===== config.mk =====
export PLATFORM = sky130hd
export DESIGN_NAME = read_empty
export DESIGN_NICKNAME = d
export VERILOG_FILES = /design/src/rtl/read_empty.sv
export SDC_FILE = /design/constraint.sdc
export NUM_CORES = 1
export LEC_CHECK = 0
export BUFFER_PORTS_ARGS = -buffer_cell sky130_fd_sc_hd__buf_2
export CELL_PAD_IN_SITES_DETAIL_PLACEMENT = 1
export CELL_PAD_IN_SITES_GLOBAL_PLACEMENT = 2
export CORE_AREA = 4 4 63 65
export DETAILED_ROUTE_END_ITERATION = 10
export DIE_AREA = 0 0 67 69
export PLACE_DENSITY_LB_ADDON = 0.1
export SETUP_SLACK_MARGIN = 0.02
export SLEW_MARGIN = 20
export SYNTH_ARGS = -nofsm -noshare
export SYNTH_HDL_FRONTEND = slang
export SYNTH_SLANG_ARGS = --single-unit

===== constraint.sdc =====
create_clock -name rclk -period 2.3 [get_ports rclk]
set_input_delay 0.46 -clock rclk [delete_from_list [all_inputs] [get_ports rclk]]
set_output_delay 0.46 -clock rclk [all_outputs]
set_load 0.02 [all_outputs]

===== src/rtl/read_empty.sv =====
// Read-side pointer and empty-flag controller for an async FIFO.
// Tracks the read binary/Gray pointer and derives empty, almost-empty, occupancy, read-valid and underflow.
module read_empty #(
    parameter int ADDRESS_SIZE        = 4,
    parameter int ALMOST_EMPTY_THRESH = 2
) (
    input  logic                    rclk,
    input  logic                    rrst,
    input  logic                    rinc,
    input  logic                    uf_clear,
    input  logic [ADDRESS_SIZE:0]   rq2_write_ptr,
    output logic [ADDRESS_SIZE-1:0] raddr,
    output logic [ADDRESS_SIZE:0]   rptr,
    output logic                    rempty,
    output logic                    ralmost_empty,
    output logic [ADDRESS_SIZE:0]   rcount,
    output logic                    rvalid,
    output logic                    runderflow
);

    localparam logic [ADDRESS_SIZE:0] THRESH = (ADDRESS_SIZE + 1)'(ALMOST_EMPTY_THRESH);

    logic [ADDRESS_SIZE:0] rbin;
    logic [ADDRESS_SIZE:0] rbinnext;
    logic [ADDRESS_SIZE:0] rgraynext;
    logic [ADDRESS_SIZE:0] wbin_s;
    logic [ADDRESS_SIZE:0] occ_next;
    logic                  pop;

    assign pop       = rinc & ~rempty;
    assign rbinnext  = rbin + (ADDRESS_SIZE + 1)'(pop);
    assign rgraynext = (rbinnext >> 1) ^ rbinnext;
    assign raddr     = rbin[ADDRESS_SIZE-1:0];

    // Gray-to-binary: each bit is the XOR of itself and all higher bits.
    always_comb begin
        wbin_s = '0;
        for (int i = 0; i <= ADDRESS_SIZE; i++) begin
            wbin_s[i] = ^(rq2_write_ptr >> i);
        end
    end

    assign occ_next = wbin_s - rbinnext;

    always_ff @(posedge rclk or posedge rrst) begin
        if (rrst) begin
            rbin          <= '0;
            rptr          <= '0;
            rempty        <= 1'b1;
            ralmost_empty <= 1'b1;
            rcount        <= '0;
            rvalid        <= 1'b0;
            runderflow    <= 1'b0;
        end else begin
            rbin          <= rbinnext;
            rptr          <= rgraynext;
            // Compared against the next pointer so the last pop raises empty on the same edge.
            rempty        <= (rgraynext == rq2_write_ptr);
            ralmost_empty <= (occ_next <= THRESH);
            rcount        <= occ_next;
            rvalid        <= pop;
            if (rinc && rempty) begin
                runderflow <= 1'b1;
            end else if (uf_clear) begin
                runderflow <= 1'b0;
            end
        end
    end

endmodule


# Word-level counts from Yosys, hierarchy flattened
# Cells that the tools add are included.
totals:
  wordCells: 23
  in_bits: 9
  ff_bits: 19
op_classes:
  mux: 2
  bitwise_logic: 3
  n_addsub: 2
  n_lt_le_gt_ge: 1
  reduce_logical: 7
  n_eq_ne: 1
op_table:
  columns: ["cell", "n"]
  rows:
  - ["XOR reduction 5 bit", 5]
  - ["adder 5 x 1 -> 5 bit", 1]
  - ["equality test 5 bit", 1]
  - ["less-or-equal comparator 5 x 2 -> 1 bit (second input constant)", 1]
  - ["subtractor 5 bit", 1]
  - ["XOR 4 x 5 -> 5 bit", 1]
  - ["two-way mux 1 bit", 2]
  - ["nonzero test 2 bit", 1]
  - ["bitwise AND 1 bit", 1]
  - ["logical AND 1 bit", 1]
  - ["inverter 1 bit", 1]

# Depth between registers and ports, before layout
logic_depth:
  depth_word: 5
  ltp_mapped: 10
  depth_no_buf: 10

# Worst setup path before layout
# No wires, ideal clock.
synth_path:
  path_kind: "reg2reg"
  startpoint: "reg rempty"
  endpoint: "reg ralmost_empty"
  n_path_buf: 1
  setup_time_ns: 0.084
  setup_slack_ns: -0.253
  arrival_time_ns: 2.469
  path_stages_with_launch: 11
  cell_sequence: "dfstp_2 > nor2b_1 > ha_1 > ha_1 > clkbuf_1 > xnor2_1 > ha_1 > a21o_1 > a21bo_1 > o31ai_2 > nor3b_1"
synth_via:
  elab_chain_len: 5
synth_lines:
  columns: ["element", "line", "text"]
  rows:
  - ["start, declared", "14", "output logic rempty,"]
  - ["start signal, assigned", "58", "rempty <= (rgraynext == rq2_write_ptr);"]
  - ["inverter 1 bit", "30", "assign pop = rinc & ~rempty;"]
  - ["bitwise AND 1 bit", "30", null]
  - ["named net pop", "28", "logic pop;"]
  - ["adder 5 x 1 -> 5 bit", "31", "assign rbinnext = rbin + (ADDRESS_SIZE + 1)'(pop);"]
  - ["named net rbinnext[1]", "24", "logic [ADDRESS_SIZE:0] rbinnext;"]
  - ["subtractor 5 bit", "43", "assign occ_next = wbin_s - rbinnext;"]
  - ["less-or-equal comparator 5 x 2 -> 1 bit", "59", "ralmost_empty <= (occ_next <= THRESH);"]
  - ["end signal, assigned", "59", null]
  - ["end, declared", "15", "output logic ralmost_empty,"]
# The timed path passes the listed nets, and every way through them passes these cells.
# A chain may end at the register's enable or synchronous reset.

# Final worst setup path
# Ends and elaborated chain as after synthesis.

==> impl_metrics.json <==
{
  "outcome": "finished, final reports clean",
  "ys_seq_elements": 18,
  "wl_met1_um": 910,
  "hpwl_mm": 1.80,
  "rr_endpoint": "ralmost_empty",
  "via_count": 760,
  "cts_sinks": 18,
  "synth_area_leaders": "dfrtp_1 (43%), xor2_1 (10%), xnor2_1 (8.4%), ha_1 (6.7%), dfstp_2 (5.6%)",
  "dp_cells": 172,
  "timing.final.crit_share_pct": 98.5,
  "gr-total-overflow": 0,
  "synth_ff_type": "dfrtp_1",
  "drc": 0,
  "numCtsBuffers": 3,
  "synth_cell_type_count": 26,
  "relSlewSlack_pct": 52.6,
  "grt_pass1_vias": 859,
  "routabilityCongestion": 0.707,
  "final-hold-violation-count": 0,
  "layoutNonFillerInstCount": 177,
  "async_flop_share_pct": 100,
  "fin_skew_ps": 1.91,
  "ios": 27,
  "worst_skew_pair.late_latency_ps": 280,
  "initial_core_util_pct": 28.0,
  "path_class": "register to register",
  "antenna_left": 0,
  "wl_met2_mm": 1.13,
  "drv_slew": 0,
  "setup_violations": 0,
  "syn_area_um2": 933,
  "powerDensity_nw_per_um2": 1820,
  "dr.first_iter.drc_count": 15,
  "yosysWarnings": 0,
  "die_h_um": 69,
  "syn_nets": 98,
  "dieArea_um2": 4620,
  "grtUsageTotal_pct": 10.6,
  "max-cap-violations": 0,
  "wl_mm": 2.16,
  "start_kind": "register",
  "setup_ws_ps": 33.5,
  "vdd_ir_drop_max_mv": 0.549,
  "synth_edf_count": 0,
  "cts_root_buffer": "clkbuf_4",
  "syn_inst": 84,
  "clk_pin_slew_worst_paths_ps": 100,
  "min_period_ps": 2270,
  "grt_pass1_wl_mm": 3.82,
  "drive_gt1_share_pct": 55.0,
  "p_leak_nw": 0.673,
  "cpMaxStageDelayCell": "dfstp_2",
  "power_mw": 2.59,
  "crit_required_ps": 2520,
  "diodes": 0,
  "nets": 146,
  "first_pass_iters": 4,
  "critical_path.max_fanout": 3,
  "areaGrowthSynthToFinish_pct": 52.1,
  "critPathLaunch": "rempty",
  "rsz0062_at_grt": "yes",
  "critPathCaptureType": "register",
  "antenna_found_initial": 0,
  "fmax_ghz": 0.441,
  "clock_tree.buffer_depth": 2,
  "die_w_um": 67,
  "cp.arrival_ps": 2490,
  "reg2reg_depth": 9,
  "cts_hold_buf": 0,
  "dr_wl_met3_um": 89,
  "worst_hold_path_type": "input port to async pin",
  "wire_per_inst_um": 12.2,
  "htreeDepth": 1,
  "max_stage_delay_ps": 560,
  "ys_seq_area_share_pct": 48.5,
  "cts_tree": "built",
  "yosysTopAreaCell": "dfrtp_1",
  "vias_per_cell": 4.29,
  "routed.top_layer": "met4",
  "worstMarginPinSlew_ps": 711,
  "io_buffers": 26,
  "rows": 21,
  "pre_cts_ws_ps": -275,
  "reg2reg_from": "rempty",
  "path_cells": "nor2b_2 > ha_2 > ha_4 > xor2_4 > xnor2_1 > nor2_1 > a21bo_4 > o31ai_4 > nor3b_2",
  "synth_top_area_share_pct": 42.9,
  "reg2reg_slack_ps": 30,
  "core_um2": 3340,
  "grt_max_degree": 19,
  "syn_area_per_cell_um2": 11.1,
  "utilization_pct": 42.6
}
## flip-flops by register name (all words and copies together), names as in the netlist
register / flops
ralmost_empty: 1
rptr: 4
rempty: 1
rvalid: 1
runderflow: 1
rcount: 5
rbin: 5
## power breakdown
group / leakage, nW / internal [mW] / switching, mW / total [mW]
clock network: 0.0210 / 0.0963 / 0.0956 / 0.192
logic: 0.441 / 0.866 / 0.959 / 1.82
registers: 0.211 / 0.487 / 0.0846 / 0.572
## how the worst max path moves through the flow
| stage | end | slack, ps | cells after the start |
|---|---|---|---|
| global route | ralmost_empty | -80 | 10 |
| detailed placement | rcount[4] | -270 | 10 |
| global placement | rcount[4] | -200 | 10 |
| finish | ralmost_empty | 30 | 9 |
| CTS | ralmost_empty | 40 | 9 |
| floorplan | ralmost_empty | -20 | 10 |
## layer usage
layer | up-vias | global-route usage (%)
met4 | 0 | 4.73
met1 | 379 | 12.3
met3 | 2 | 1.62
met5 | - | 0
met2 | 16 | 18.7
li1 | 363 | -
## cell usage in the layout (no fill, tap or decap), drive strengths merged
master / netlist / routed
dfrtp: 16 / 16
a21o: 1 / 1
and3: 1 / 1
dfstp: 2 / 2
a2111oi: 1 / 1
nor3b: 1 / 1
nor4: 1 / 1
o21ai: 2 / 2
nor2b: 1 / 1
a21oi: 1 / 1
o41ai: 1 / 1
clkbuf: 1 / 4
ha: 5 / 5
o31ai: 1 / 1
nand2b: 1 / 1
nand4b: 1 / 1
inv: 12 / 12
a21bo: 1 / 1
or3: 1 / 1
xor2: 13 / 13
xnor2: 9 / 9
nor2: 3 / 3
nand3: 4 / 4
nand2: 3 / 3
o211ai: 1 / 1
buf: 0 / 44
## cell type report
| type | count | area, um2 |
|---|---|---|
| Inverter | 12 | 45.0 |
| Timing Repair Buffer | 44 | 265 |
| Multi-Input combinational cell | 53 | 563 |
| Sequential cell | 18 | 453 |
| Tap cell | 46 | 57.6 |
| Fill cell | 377 | 1920 |
| Clock buffer | 4 | 36.3 |
## stage by stage
step	setup TNS [ps]	area (um2)	hold WS [ps]
2_1_floorplan	-16.2	995	397
3_3_place_gp	-497	1300	511
3_5_place_dp	-549	1300	515
4_1_cts	0	1380	284
5_1_grt	-118	1420	306
6_report	0	1420	269
## synthesized netlist by cell type, types with 2 or more instances
| master | n |
|---|---|
| nor2_1 | 3 |
| inv_1 | 12 |
| dfstp_2 | 2 |
| dfrtp_1 | 16 |
| o21ai_0 | 2 |
| xor2_1 | 11 |
| nand3_1 | 4 |
| xor2_2 | 2 |
| nand2_1 | 3 |
| ha_1 | 5 |
| xnor2_1 | 9 |
## worst max-delay path, delay by kind of cell, from the launching register on
family | cells | cell delay, ps
compound gates | 2 | 440
flops | 1 | 560
fa+ha+maj | 2 | 380
xor+xnor | 2 | 490
simple gates | 3 | 340
## kinds of logic (layout without fill, tap and decap cells)
group,count (synthesis),count (layout),synth area share (%)
AOI/OAI and AO/OA,9,9,7.51
xor gates and xnor gates,22,22,22.3
adders and majority gates,5,5,6.70
buffers and inverters,13,60,5.23
DFF,18,18,48.5
and+or+nand+nor,17,17,9.79
## repair_timing
| action | CTS | global route |
|---|---|---|
| resized for setup | 8 | 8 |
| endpoints found under the setup margin | 2 | 3 |
| cloned | 0 | 0 |
| pin swaps | 0 | 1 |
| buffers inserted | 1 | 0 |
Power figures use the tool's default switching activity.
